### src/rtl/rom_dl_ctrl_if.sv
// Download-side bus between data_io, the download controller and the core's ROM write port.
`timescale 1ns/1ps
interface rom_dl_ctrl_if;
    logic        ioctl_download;
    logic [7:0]  ioctl_index;
    logic        ioctl_wr;
    logic [24:0] ioctl_addr;
    logic [7:0]  ioctl_dout;
    logic        slot_busy;
    logic [15:0] dn_addr;
    logic [7:0]  dn_data;
    logic        dn_wr;

    modport master (
        output ioctl_download, ioctl_index, ioctl_wr, ioctl_addr, ioctl_dout, slot_busy,
        input  dn_addr, dn_data, dn_wr
    );

    modport slave (
        input  ioctl_download, ioctl_index, ioctl_wr, ioctl_addr, ioctl_dout, slot_busy,
        output dn_addr, dn_data, dn_wr
    );
endinterface

### src/rtl/rom_dl_ctrl.sv
// ROM download sequencer: buffers download bytes, issues them into free ROM write slots,
// and holds the Pacman core in reset until a complete image has been written.
`timescale 1ns/1ps
module rom_dl_ctrl #(
    parameter int ROM_SIZE   = 65536,
    parameter int FIFO_DEPTH = 4,
    parameter int RST_HOLD   = 1024,
    parameter int ROM_INDEX  = 0
) (
    input  logic         clk_sys,
    input  logic         reset,
    rom_dl_ctrl_if.slave bus,
    input  logic         user_reset,
    output logic         core_reset,
    output logic         rom_loaded,
    output logic         overflow
);
    localparam int AW = $clog2(FIFO_DEPTH);
    localparam int PW = AW + 1;
    localparam int HW = (RST_HOLD > 1) ? $clog2(RST_HOLD) : 1;
    localparam int EW = 24;

    typedef enum logic [2:0] {IDLE, LOAD, DRAIN, HOLD, RUN} state_t;

    state_t        state_q, state_d;
    logic [PW-1:0] wr_ptr_q, wr_ptr_d;
    logic [PW-1:0] rd_ptr_q, rd_ptr_d;
    logic [EW-1:0] fifo_mem_q [FIFO_DEPTH];
    logic [16:0]   byte_cnt_q, byte_cnt_d;
    logic [HW-1:0] hold_cnt_q, hold_cnt_d;
    logic [15:0]   last_addr_q, last_addr_d;
    logic [7:0]    last_data_q, last_data_d;
    logic          dl_prev_q;
    logic          core_reset_q, core_reset_d;
    logic          rom_loaded_q, rom_loaded_d;
    logic          overflow_q, overflow_d;

    logic          fifo_empty, fifo_full;
    logic          rom_sel, in_range, push_req, push, pop, rise_rom;
    logic [EW-1:0] head;

    assign fifo_empty = (wr_ptr_q == rd_ptr_q);
    assign fifo_full  = (wr_ptr_q[AW] != rd_ptr_q[AW]) &&
                        (wr_ptr_q[AW-1:0] == rd_ptr_q[AW-1:0]);

    assign rom_sel  = (bus.ioctl_index == 8'(ROM_INDEX));
    assign in_range = ({7'd0, bus.ioctl_addr} < 32'(ROM_SIZE));
    assign push_req = bus.ioctl_wr & bus.ioctl_download & rom_sel & in_range;
    assign push     = push_req & ~fifo_full;
    assign pop      = ~fifo_empty & ~bus.slot_busy;
    assign rise_rom = bus.ioctl_download & ~dl_prev_q & rom_sel;
    assign head     = fifo_mem_q[rd_ptr_q[AW-1:0]];

    // Issue is decided in the same cycle as slot_busy so a free slot is never wasted.
    assign bus.dn_wr   = pop;
    assign bus.dn_addr = pop ? head[23:8] : last_addr_q;
    assign bus.dn_data = pop ? head[7:0]  : last_data_q;

    assign core_reset = core_reset_q;
    assign rom_loaded = rom_loaded_q;
    assign overflow   = overflow_q;

    always_ff @(posedge clk_sys) begin
        if (push) begin
            fifo_mem_q[wr_ptr_q[AW-1:0]] <= {bus.ioctl_addr[15:0], bus.ioctl_dout};
        end
    end

    always_comb begin
        state_d      = state_q;
        hold_cnt_d   = hold_cnt_q;
        rom_loaded_d = rom_loaded_q;
        byte_cnt_d   = byte_cnt_q;
        wr_ptr_d     = wr_ptr_q + PW'(push);
        rd_ptr_d     = rd_ptr_q + PW'(pop);
        overflow_d   = overflow_q | (push_req & fifo_full);
        last_addr_d  = bus.dn_addr;
        last_data_d  = bus.dn_data;

        if (push && (byte_cnt_q != '1)) begin
            byte_cnt_d = byte_cnt_q + 17'd1;
        end

        case (state_q)
            IDLE, RUN: begin
                if (rise_rom) state_d = LOAD;
            end
            LOAD: begin
                if (!bus.ioctl_download) state_d = DRAIN;
            end
            DRAIN: begin
                if (fifo_empty) begin
                    if (byte_cnt_q != '0) begin
                        state_d      = HOLD;
                        hold_cnt_d   = '0;
                        rom_loaded_d = 1'b1;
                    end else begin
                        state_d = IDLE;
                    end
                end
            end
            HOLD: begin
                if (rise_rom) begin
                    state_d = LOAD;
                end else if (hold_cnt_q == HW'(RST_HOLD - 1)) begin
                    state_d = RUN;
                end else begin
                    hold_cnt_d = hold_cnt_q + HW'(1);
                end
            end
            default: state_d = IDLE;
        endcase

        // A fresh image starts its byte count at entry, including a byte on the entry cycle.
        if ((state_d == LOAD) && (state_q != LOAD)) begin
            byte_cnt_d = {16'd0, push};
        end

        core_reset_d = (state_d != RUN) | user_reset | ~rom_loaded_d;
    end

    always_ff @(posedge clk_sys) begin
        if (reset) begin
            state_q      <= IDLE;
            wr_ptr_q     <= '0;
            rd_ptr_q     <= '0;
            byte_cnt_q   <= '0;
            hold_cnt_q   <= '0;
            last_addr_q  <= '0;
            last_data_q  <= '0;
            dl_prev_q    <= 1'b0;
            core_reset_q <= 1'b1;
            rom_loaded_q <= 1'b0;
            overflow_q   <= 1'b0;
        end else begin
            state_q      <= state_d;
            wr_ptr_q     <= wr_ptr_d;
            rd_ptr_q     <= rd_ptr_d;
            byte_cnt_q   <= byte_cnt_d;
            hold_cnt_q   <= hold_cnt_d;
            last_addr_q  <= last_addr_d;
            last_data_q  <= last_data_d;
            dl_prev_q    <= bus.ioctl_download;
            core_reset_q <= core_reset_d;
            rom_loaded_q <= rom_loaded_d;
            overflow_q   <= overflow_d;
        end
    end
endmodule

### src/flat_wrapper.sv
// flat-port wrapper written by rule: the top's interface ports become plain ports
module rom_dl_ctrl_flat 
#(
    parameter int ROM_SIZE   = 65536,
    parameter int FIFO_DEPTH = 4,
    parameter int RST_HOLD   = 1024,
    parameter int ROM_INDEX  = 0
)
  (clk_sys, reset, user_reset, core_reset, rom_loaded, overflow, bus_ioctl_download, bus_ioctl_index, bus_ioctl_wr, bus_ioctl_addr, bus_ioctl_dout, bus_slot_busy, bus_dn_addr, bus_dn_data, bus_dn_wr);
  rom_dl_ctrl_if bus_i ();
  input  logic clk_sys;
  input  logic reset;
  input  logic user_reset;
  output logic core_reset;
  output logic rom_loaded;
  output logic overflow;
  input wire logic [$bits(bus_i.ioctl_download)-1:0] bus_ioctl_download;
  input wire logic [$bits(bus_i.ioctl_index)-1:0] bus_ioctl_index;
  input wire logic [$bits(bus_i.ioctl_wr)-1:0] bus_ioctl_wr;
  input wire logic [$bits(bus_i.ioctl_addr)-1:0] bus_ioctl_addr;
  input wire logic [$bits(bus_i.ioctl_dout)-1:0] bus_ioctl_dout;
  input wire logic [$bits(bus_i.slot_busy)-1:0] bus_slot_busy;
  output wire logic [$bits(bus_i.dn_addr)-1:0] bus_dn_addr;
  output wire logic [$bits(bus_i.dn_data)-1:0] bus_dn_data;
  output wire logic [$bits(bus_i.dn_wr)-1:0] bus_dn_wr;
  assign bus_i.ioctl_download = bus_ioctl_download;
  assign bus_i.ioctl_index = bus_ioctl_index;
  assign bus_i.ioctl_wr = bus_ioctl_wr;
  assign bus_i.ioctl_addr = bus_ioctl_addr;
  assign bus_i.ioctl_dout = bus_ioctl_dout;
  assign bus_i.slot_busy = bus_slot_busy;
  assign bus_dn_addr = bus_i.dn_addr;
  assign bus_dn_data = bus_i.dn_data;
  assign bus_dn_wr = bus_i.dn_wr;
  rom_dl_ctrl #(.ROM_SIZE(ROM_SIZE), .FIFO_DEPTH(FIFO_DEPTH), .RST_HOLD(RST_HOLD), .ROM_INDEX(ROM_INDEX)) u_core (.clk_sys(clk_sys), .reset(reset), .bus(bus_i), .user_reset(user_reset), .core_reset(core_reset), .rom_loaded(rom_loaded), .overflow(overflow));
endmodule
### config.mk
export PLATFORM = sky130hd
export DESIGN_NAME = rom_dl_ctrl_flat
export DESIGN_NICKNAME = d
export VERILOG_FILES = /design/src/rtl/rom_dl_ctrl_if.sv /design/src/rtl/rom_dl_ctrl.sv /design/src/flat_wrapper.sv
export SDC_FILE = /design/constraint.sdc
export NUM_CORES = 1
export LEC_CHECK = 0
export ABC_AREA = 1
export CAP_MARGIN = 20
export CORE_UTILIZATION = 50
export DETAILED_ROUTE_END_ITERATION = 6
export PLACE_DENSITY = 0.8
export SLEW_MARGIN = 10
export SYNTH_ARGS = -nofsm -noshare
export SYNTH_HDL_FRONTEND = slang
export SYNTH_SLANG_ARGS = --single-unit
### constraint.sdc
create_clock -name clk_sys -period 3.2 [get_ports clk_sys]
set_clock_uncertainty 0.2 [all_clocks]
set_input_delay 0.48 -clock clk_sys [delete_from_list [all_inputs] [get_ports clk_sys]]
set_output_delay 0.48 -clock clk_sys [all_outputs]
set_load 0.02 [all_outputs]
==> flow_summary.toml <==
[outcome]
status = "finished, final reports clean"

[synth]
ys.flop_type = "edfxtp_1"
syn_avg_cell_area_um2 = 9.25
synthArstFlopShare = 0
synth_common_cells = "nor2_1, nand2_1, inv_1, edfxtp_1, dfxtp_1"
synth.largest_area_cell = "edfxtp_1"
synthTopCellsByArea = "edfxtp_1, dfxtp_1, nor2_1"
yosysTopAreaCellShare = 0.418
yosysWarnings = 0
syn_nets = 800
synth.most_common_cell = "nor2_1"
ys_ff_latch = 160
ys_seq_area_frac = 0.604
netlist_area_um2 = 6890
syn_inst = 745
synth_cell_types = 33
synth_edf_count = 96

[layout]
drive_gt1_frac = 0.0819
antenna_cells = 0
fin_nets = 884
fin_util = 0.644
syn_to_final_growth_pct = 24.6

[grt]
grt_pass1_wl_um = 23000
grt_pass1_vias = 4880
grt_max_degree = 41
grtUsageTotal = 0.211
antenna_found_initial = 0
grt_overflow = 0

[clocking]
cts_buffers = 17
path_clk_slew_ns = 0.06
cts-root-buf = "clkbuf_16"
cts_htree_levels = 4
cts_num_sinks = 160
clk_latency_ns = 0.42
cts_resized = 4
cts_tree = "yes"
post_cts_buffers = 0
cts_hold_repair.buffers = 0
clockBufferDepth = 2

[route]
ant_nets = 0
firstDrtPassIters = 5
drc = 0
via_per_inst = 5.04
post_drt_wl_per_cell_um = 13.8
via_count = 5131
drt_first_iter_violations = 430
drt-total-wl_um = 14000

[timing]
slew_headroom = 0.691
setup_viol = 0
tightest_slew_ns = 0.460
post-route-min-period_ns = 3.09
tns_ns = 0
hold_viol = 0
slew_violations = 0
max_freq_mhz = 324
period_share = 0.966
fin_hold_ws_ns = 0.277

[critical_path]
critPathRequiredTime_ns = 2.52
critPathKind = "reg2out"
arrival_ns = 2.41
start_kind = "register"
crit_fanout = 29
endpoint_kind = "primary output"

[die]
die-area_um2 = 14300
ios = 75
die_y_um = 119
core_area_um2 = 13300
die_x_um = 119
fp-row-count = 42
start_util = 0.516

[power]
peakVddDrop_uv = 579
leakage_nw = 3.50
power_density_nw_per_um2 = 505

[hold_path]
hold_path.class = "reg2reg"

[place]
hpwlAfterDp_um = 9120
io_buffers = 74
gp_congestion = 0.888

[job]
cap_violations = 0
==> placed cells by master, fill, tap and decap left out, types with 2 or more instances in the layout <==
cell type | netlist | routed
nor2_1 | 143 | 139
nand2_1 | 109 | 109
inv_1 | 98 | 97
edfxtp_1 | 96 | 96
dfxtp_1 | 64 | 63
o21ai_0 | 62 | 62
clkdlybuf4s50_1 | 0 | 52
o22ai_1 | 24 | 24
dlymetal6s2s_1 | 0 | 21
a21oi_1 | 20 | 20
clkbuf_16 | 0 | 17
nand3_1 | 16 | 16
nor3_1 | 15 | 15
nand4_1 | 12 | 12
o21ai_1 | 12 | 12
buf_4 | 0 | 11
xor2_1 | 10 | 10
ha_1 | 8 | 8
nor2_2 | 2 | 6
xnor2_1 | 5 | 5
nor3b_1 | 4 | 4
inv_6 | 0 | 4
buf_12 | 0 | 4
inv_2 | 2 | 3
clkinv_2 | 0 | 3
bufinv_16 | 0 | 3
nor2_4 | 2 | 2
nand3_2 | 2 | 2
a21oi_2 | 2 | 2
nand3b_1 | 2 | 2
o21bai_1 | 2 | 2
clkinvlp_4 | 0 | 2
buf_6 | 1 | 2
==> report_power, final <==
part	total (mW)	leakage, nW	switching [mW]	internal (mW)
sequential	2.18	1.38	0.000168	2.18
combinational	0.0949	1.83	0.0404	0.0544
clock	2.06	0.293	0.821	1.24
total	4.33	3.50	0.862	3.47
==> registers in the layout (all words and copies together) (netlist names) <==
register	flops
u_core.overflow	1
u_core.last_addr_q	16
u_core.fifo_mem_q	96
u_core.core_reset	1
u_core.rom_loaded	1
u_core.wr_ptr_q	3
u_core.state_q	3
u_core.byte_cnt_q	17
u_core.hold_cnt_q	10
u_core.rd_ptr_q	3
u_core.last_data_q	8
u_core.dl_prev_q	1
==> layout make-up <==
class | count | area [µm²]
sequential | 160 | 4170
fill | 1032 | 4760
clock inverter | 14 | 175
multi-input combinational | 459 | 2250
timing repair buffer | 91 | 977
tap | 176 | 220
inverter | 100 | 375
clock buffer | 18 | 429
==> through the flow <==
| step | area [µm²] | instances | setup WS, ns | power (mW) |
|---|---|---|---|---|
| after floorplan | 6890 | 745 | 0.405 | 2.25 |
| after global placement | 7930 | 986 | 0.315 | 2.32 |
| after detailed placement | 7930 | 986 | 0.301 | 2.32 |
| after CTS | 8530 | 1018 | 0.0259 | 4.36 |
| after global routing | 8590 | 1018 | -0.0541 | 4.48 |
| final | 8590 | 1018 | 0.109 | 4.33 |
==> logic make-up (layout without fill, tap and decap cells) <==
group / after synthesis / after routing / share of synthesized area
AND/OR/NAND/NOR: 312 / 312 / 0.193
XOR/XNOR: 16 / 16 / 0.0214
flip-flops: 160 / 160 / 0.604
AO/OA/AOI/OAI: 123 / 123 / 0.0958
adder cells (fa/ha/maj): 8 / 8 / 0.0145
buffers and inverters: 126 / 223 / 0.0713
==> per-layer routing <==
layer | vias to the layer above | part of all wire | track usage
met3 | 7 | 0.058 | 0.0723
met1 | 2373 | 0.44 | 0.257
met2 | 121 | 0.49 | 0.347
met4 | 0 | 0.0089 | 0.0727
met5 | - | 0 | 0
li1 | 2630 | - | -
==> worst max-delay path, stage by stage (launching register included) <==
cell	delay, ns
dfxtp_2	0.45
xnor2_1	0.20
nand3_1	0.15
nand2_1	0.13
buf_6	0.23
nand2_1	0.07
o21ai_1	0.12
clkdlybuf4s50_1	0.63
==> path summary, 6_finish.rpt <==
check                       start               endpoint  slack (ns)  depth (start not counted)
min             u_core.rom_loaded      u_core.rom_loaded        0.28                          2
min reg2reg     u_core.rom_loaded      u_core.rom_loaded        0.28                          2
max reg2reg  u_core.byte_cnt_q[7]  u_core.byte_cnt_q[13]        0.59                         10
max            u_core.rd_ptr_q[0]        bus_dn_addr[11]        0.11                          7
Power figures use the tool's default switching activity.
